--- src/rtl/demux_pkg.sv ---
// demux_pkg: shared route encodings and packet-lock state for the 1:2 stream demux
package demux_pkg;
  localparam logic SEL_OUT1 = 1'b0;
  localparam logic SEL_OUT2 = 1'b1;
  typedef enum logic {LOCK_IDLE, LOCK_HELD} lock_state_e;
endpackage

--- src/rtl/demux_out_slot.sv ---
// demux_out_slot: one-entry output register slice with drain handling and a wrapping delivered-beat counter
module demux_out_slot #(
  parameter int WIDTH = 8,
  parameter int CNT_W = 8
) (
  input  logic             clk,
  input  logic             rst,
  input  logic             load,
  input  logic [WIDTH-1:0] ld_data,
  input  logic             ld_last,
  output logic             writable,
  output logic [WIDTH-1:0] data,
  output logic             last,
  output logic             valid,
  input  logic             ready,
  output logic [CNT_W-1:0] count
);
  logic drain;
  assign drain = valid && ready;
  assign writable = !valid || ready;
  always_ff @(posedge clk or posedge rst)
    if (rst) begin
      data  <= '0;
      last  <= 1'b0;
      valid <= 1'b0;
      count <= '0;
    end else begin
      if (load) begin
        data  <= ld_data;
        last  <= ld_last;
        valid <= 1'b1;
      end else if (drain) valid <= 1'b0;
      if (drain) count <= count + 1'b1;
    end
endmodule

--- src/rtl/stream_demux1to2.sv ---
// stream_demux1to2: registered 1:2 valid/ready demux, one slot per output, 1-cycle latency
// DEMUX_PKT_LOCK_EN keeps every beat of a packet on the output chosen by its first beat
module stream_demux1to2
  import demux_pkg::*;
#(
  parameter int WIDTH = 8,
  parameter int CNT_W = 8
) (
  input  logic             clk,
  input  logic             rst,
  input  logic [WIDTH-1:0] in_data,
  input  logic             in_select,
  input  logic             in_last,
  input  logic             in_valid,
  output logic             in_ready,
  output logic [WIDTH-1:0] out1_data,
  output logic             out1_last,
  output logic             out1_valid,
  input  logic             out1_ready,
  output logic [CNT_W-1:0] out1_count,
  output logic [WIDTH-1:0] out2_data,
  output logic             out2_last,
  output logic             out2_valid,
  input  logic             out2_ready,
  output logic [CNT_W-1:0] out2_count
);
  logic sel_eff, acc, wr1, wr2;
`ifdef DEMUX_PKT_LOCK_EN
  lock_state_e state, state_nx;
  logic lock_sel, lock_sel_nx;
  always_ff @(posedge clk or posedge rst)
    if (rst) begin
      state    <= LOCK_IDLE;
      lock_sel <= SEL_OUT1;
    end else begin
      state    <= state_nx;
      lock_sel <= lock_sel_nx;
    end
  assign sel_eff = (state == LOCK_HELD) ? lock_sel : in_select;
  always_comb begin
    state_nx    = state;
    lock_sel_nx = lock_sel;
    if (acc && state == LOCK_IDLE && !in_last) begin
      state_nx    = LOCK_HELD;
      lock_sel_nx = in_select;
    end
    if (acc && state == LOCK_HELD && in_last) state_nx = LOCK_IDLE;
  end
`else
  assign sel_eff = in_select;
`endif
  assign in_ready = (sel_eff == SEL_OUT2) ? wr2 : wr1;
  assign acc = in_valid && in_ready;
  demux_out_slot #(.WIDTH(WIDTH), .CNT_W(CNT_W)) u_slot1 (
    .clk(clk), .rst(rst), .load(acc && sel_eff == SEL_OUT1), .ld_data(in_data), .ld_last(in_last),
    .writable(wr1), .data(out1_data), .last(out1_last), .valid(out1_valid), .ready(out1_ready),
    .count(out1_count)
  );
  demux_out_slot #(.WIDTH(WIDTH), .CNT_W(CNT_W)) u_slot2 (
    .clk(clk), .rst(rst), .load(acc && sel_eff == SEL_OUT2), .ld_data(in_data), .ld_last(in_last),
    .writable(wr2), .data(out2_data), .last(out2_last), .valid(out2_valid), .ready(out2_ready),
    .count(out2_count)
  );
endmodule

--- config.mk ---
export PLATFORM = sky130hd
export DESIGN_NAME = stream_demux1to2
export DESIGN_NICKNAME = d
export VERILOG_FILES = /design/src/rtl/demux_pkg.sv /design/src/rtl/demux_out_slot.sv /design/src/rtl/stream_demux1to2.sv
export SDC_FILE = /design/constraint.sdc
export NUM_CORES = 1
export LEC_CHECK = 0
export CAP_MARGIN = 10
export CORE_MARGIN = 2
export CORE_UTILIZATION = 48
export CTS_CLUSTER_DIAMETER = 30
export DETAILED_ROUTE_END_ITERATION = 7
export PLACE_DENSITY = 0.86
export SLEW_MARGIN = 20
export SYNTH_ARGS = -nofsm -noshare
export SYNTH_HDL_FRONTEND = slang
export SYNTH_SLANG_ARGS = --single-unit
--- constraint.sdc ---
create_clock -name clk -period 3.25 [get_ports clk]
set_clock_uncertainty 0.2 [all_clocks]
set_input_delay 0.975 -clock clk [delete_from_list [all_inputs] [get_ports clk]]
set_output_delay 0.975 -clock clk [all_outputs]
set_load 0.05 [all_outputs]
* Word-level counts from Yosys, hierarchy flattened
Index checks and enable logic that the tools add are counted.
** Word-level totals
- Register bits after elaboration :: 36
- Output and inout port bits :: 37
- Logic and storage cells :: 27
- Input port bits :: 15
** Cells by class
- Muxes and demuxes :: 5
- $add $sub $neg :: 2
- Reductions and logical operators :: 11
- Bitwise gates (word level) :: 1
** Operators with widths (count)
- $add 8x1->8 const B :: 2
- $logic_and 1x1->1 :: 5
- $mux 1 :: 5
- $reduce_bool 2->1 :: 2
- $logic_not 1->1 :: 2
- $logic_or 1x1->1 :: 2
- $not 1->1 :: 1

* Longest topological paths before layout
- Word-level depth :: 6
- Depth in mapped cells :: 4
- Depth with buffers taken out :: 3

* By module
A second synthesis with hierarchy kept.
** Unflattened totals
- Cells, all modules :: 107
- Area total of the unflattened synthesis :: 1508.9 um^2
** Modules (own cells, without submodules)
- demux_out_slot :: cells each 52, times used 2, area each 738.2 um^2, sequential area each 450.4 um^2
- stream_demux1to2 :: cells each 3, times used 1, area each 32.5 um^2, sequential area each 0.0 um^2

* Least setup slack after synthesis
Ideal clock, no wire load.
- Kind :: input to output
- From :: input out2_ready
- To :: output in_ready
- Cell stages on the path :: 2
- Arrival :: 1520 ps
- Path buffers :: 0
- Setup slack :: 555 ps
- Required time :: 2075 ps
- Cell sequence :: nand2b_1 mux2_2
** On the way
- Cells in the longest elaborated chain, start to end :: 2
** RTL lines
- from (decl) :: RTL line stream_demux1to2.sv:24 : input logic out2_ready,
- $logic_or 1x1->1 :: RTL line demux_out_slot.sv:20 : assign writable = !valid || ready;
- $mux 1 :: RTL line stream_demux1to2.sv:52 : assign in_ready = (sel_eff == SEL_OUT2) ? wr2 : wr1;
- to (decl) :: RTL line stream_demux1to2.sv:15 : output logic in_ready,
Every way passes these cells.

* Final worst setup path
- From :: input out1_ready
- To :: output in_ready
** On the way
- Cells in the longest elaborated chain, start to end :: 2
** RTL lines
- from (decl) :: RTL line stream_demux1to2.sv:19 : input logic out1_ready,
- $logic_or 1x1->1 :: RTL line demux_out_slot.sv:20
- $mux 1 :: RTL line stream_demux1to2.sv:52
Every way passes these cells.

==> flow_summary_export.csv <==
group,metric,value,unit
yosys,synth_area_leaders,"dfrtp_1 (60%), mux2_4 (8.9%), mux2_2 (8.9%)",
critical_path,crit_fanout,3,
critical_path,reg2reg_to,"u_slot1.data[5]$_DFFE_PP0P_",
placement,routabilityCongestion,0.752,
yosys,synth_top_area_cell,"dfrtp_1",
cts,cts_tree,"built",
final_layout,area_delta_synth_final,44.0,%
yosys,synthFlopType,"dfrtp_1",
yosys,synthArstFlopShare,100,%
yosys,synth_area,1510,um2
pwr,leakage,0.979,nW
cts,numCtsBuffers,5,
critical_path,path_class,"in2out",
route,vias,1035,
route,first_pass_iters,4,
critical_path,crit_arrival,2.02,ns
min_path,hold_class,"reg2reg",
die,start_util,49.9,%
timing,finalHoldViolations,0,
final_layout,nets,184,
global_routing,gr-total-overflow,0,
yosys,synth_seq_cells,36,
global_routing,grt_pass1_vias,1075,
yosys,synth_edf_count,0,
route,wl_per_cell,14.2,um
pwr,power,1.75,mW
timing,fin_crit,3.20,ns
placement,dp_hpwl,2270,um
die,core_area,3030,um2
global_routing,grt_usage,18.3,%
timing,setup_violations,0,
yosys,ys_types,22,
yosys,synth_top_area_share,59.6,%
placement,numPortBuffers,51,
cts,cts_setup_buffers,0,
yosys,ys_seq_area_share,59.6,%
cts,clockBufferDepth,2,
timing,fmax,313,MHz
timing,timing.slew.headroom,65.8,%
global_routing,grt_max_degree,37,
cts,clkSinkCount,36,
critical_path,reg2reg_setup_slack,1.64,ns
cts,cts_hold_buf,0,
route,viasPerCell,4.91,
critical_path,reg2regPathDepth,4,
critical_path,r2r-start,"u_slot1.valid$_DFFE_PP0P_",
critical_path,crit_path_start,"out1_ready",
critical_path,endpoint_kind,"primary output",
cts,clk_pin_slew,0.10,ns
route,drc,0,
die,die_w,60.1,um
route,routed_wl,2990,um
final_layout,diodes,0,
timing,slew_viol_final,0,
global_routing,grt_pass1_wl,4840,um
timing,rsz0062_at_grt,"false",
global_routing,antenna_found_initial,0,
pwr,ir_drop,588,uV
critical_path,cp.required,2.07,ns
die,die_area,3610,um2
timing,tightest_slew,0.511,ns
yosys,syn_area_per_cell,14.1,um2
die,io_pins,52,
run,drv_cap,0,
cts,cts_max_level,2,
timing,fin_tns_setup,0,ns
critical_path,crit_end,"in_ready",
yosys,yosys_warnings,0,
pwr,power_density,804,nW/um2
min_path,hold_path_startpoint,"u_slot2.count[7]$_DFFE_PP0P_",
yosys,yosys-top-cells-count,"dfrtp_1 (36), mux2_2 (12), mux2_4 (9), xnor2_1 (8), nand2_1 (7)",
cts,clock_latency,0.31,ns
critical_path,crit_path_start_kind,"primary input",
route,drt_iter0_drc,29,
yosys,netlist_instances,107,
die,fp.dieH,60.1,um
die,num_rows,20,
yosys,syn_nets,124,
final_layout,drive_gt1_share,22.2,%
cts,root_buffer,"clkbuf_4",
yosys,yosysMostFrequentCell,"dfrtp_1",
route,ant_nets,0,
run_status,status,"finished clean",
timing,fin_crit_sh,98.4,%
-- per-stage QoR --
stage               cell area, um2  setup WS, ns  std cells  hold WS (ns)  util (%)
CTS                           2170        0.0494        211         0.273      71.6
floorplan                     1510         0.555        107         0.579         -
detailed placement            2100        0.0508        204         0.256      69.5
global route                  2180        0.0271        211         0.298      71.9
global placement              2100        0.0405        204         0.255      69.5
finish                        2180        0.0513        211         0.270      71.9
-- worst min path at each step --
stage | to | slack [ns] | depth (start not counted)
CTS | u_slot2.count[7]$_DFFE_PP0P_ | 0.27 | 1
global route | u_slot2.count[7]$_DFFE_PP0P_ | 0.30 | 1
detailed placement | u_slot2.count[7]$_DFFE_PP0P_ | 0.26 | 1
finish | u_slot2.count[7]$_DFFE_PP0P_ | 0.27 | 1
floorplan | u_slot1.count[7]$_DFFE_PP0P_ | 0.58 | 1
global placement | u_slot1.count[7]$_DFFE_PP0P_ | 0.26 | 1
-- power breakdown --
part | switching, mW | internal, mW | leakage, nW
clock network | 0.132 | 0.123 | 0.0374
logic | 0.518 | 0.311 | 0.500
registers | 0.111 | 0.556 | 0.442
-- sequential cells by signal, indices dropped and copies added (netlist names) --
signal         cells
u_slot1.count      8
u_slot1.data       8
u_slot1.last       1
u_slot1.valid      1
u_slot2.count      8
u_slot2.data       8
u_slot2.last       1
u_slot2.valid      1
-- critical path: stages --
cell and delay [ns]:
clkdlybuf4s50_1 0.42, nand2b_1 0.18, mux2_2 0.30, buf_12 0.15
-- kinds of logic (layout without fill, tap and decap cells) --
logic type / after synthesis / after routing / share of synthesized area (%)
adder cells (fa/ha/maj): 2 / 2 / 1.66
XOR/XNOR: 14 / 14 / 8.11
multiplexers: 21 / 21 / 17.9
AO/OA/AOI/OAI: 1 / 1 / 0.331
flip-flops: 36 / 36 / 59.6
buffers and inverters: 5 / 65 / 1.90
AND/OR/NAND/NOR: 28 / 28 / 10.5
-- area by class of cell --
cell class | count | area [um2]
timing repair buffer | 56 | 558
tap | 44 | 55.1
fill | 216 | 852
multi-input combinational | 66 | 589
sequential | 36 | 901
inverter | 2 | 7.51
clock buffer | 7 | 65.1
-- routing by layer --
layer / global-route usage, % / share of wire (%) / up-vias
met4: 6.67 / 0.90 / 0
li1: - / - / 486
met5: 0 / 0 / -
met1: 22.4 / 42 / 522
met2: 30.6 / 54 / 25
met3: 5.19 / 3.1 / 2
-- cell usage in the layout (no fill, tap or decap) --
cell	instances
and2_1	1
and3_1	4
and3_2	1
and4_1	1
buf_12	1
buf_4	5
clkbuf_4	5
clkbuf_8	2
clkdlybuf4s50_1	50
dfrtp_1	36
ha_1	2
inv_1	2
mux2_2	12
mux2_4	9
nand2_1	7
nand2b_1	1
nand2b_4	1
nand3_1	3
nand4_1	4
nor2_1	1
nor2b_1	1
nor3_1	2
nor3b_2	1
o21ai_0	1
xnor2_1	8
xor2_1	6
-- what timing repair did --
action / 4_1_cts / 5_1_grt
resized for setup: 0 / 1
hold endpoints to repair: 0 / 0
setup endpoints to repair: 0 / 1
(Power assumes the default switching activity.)
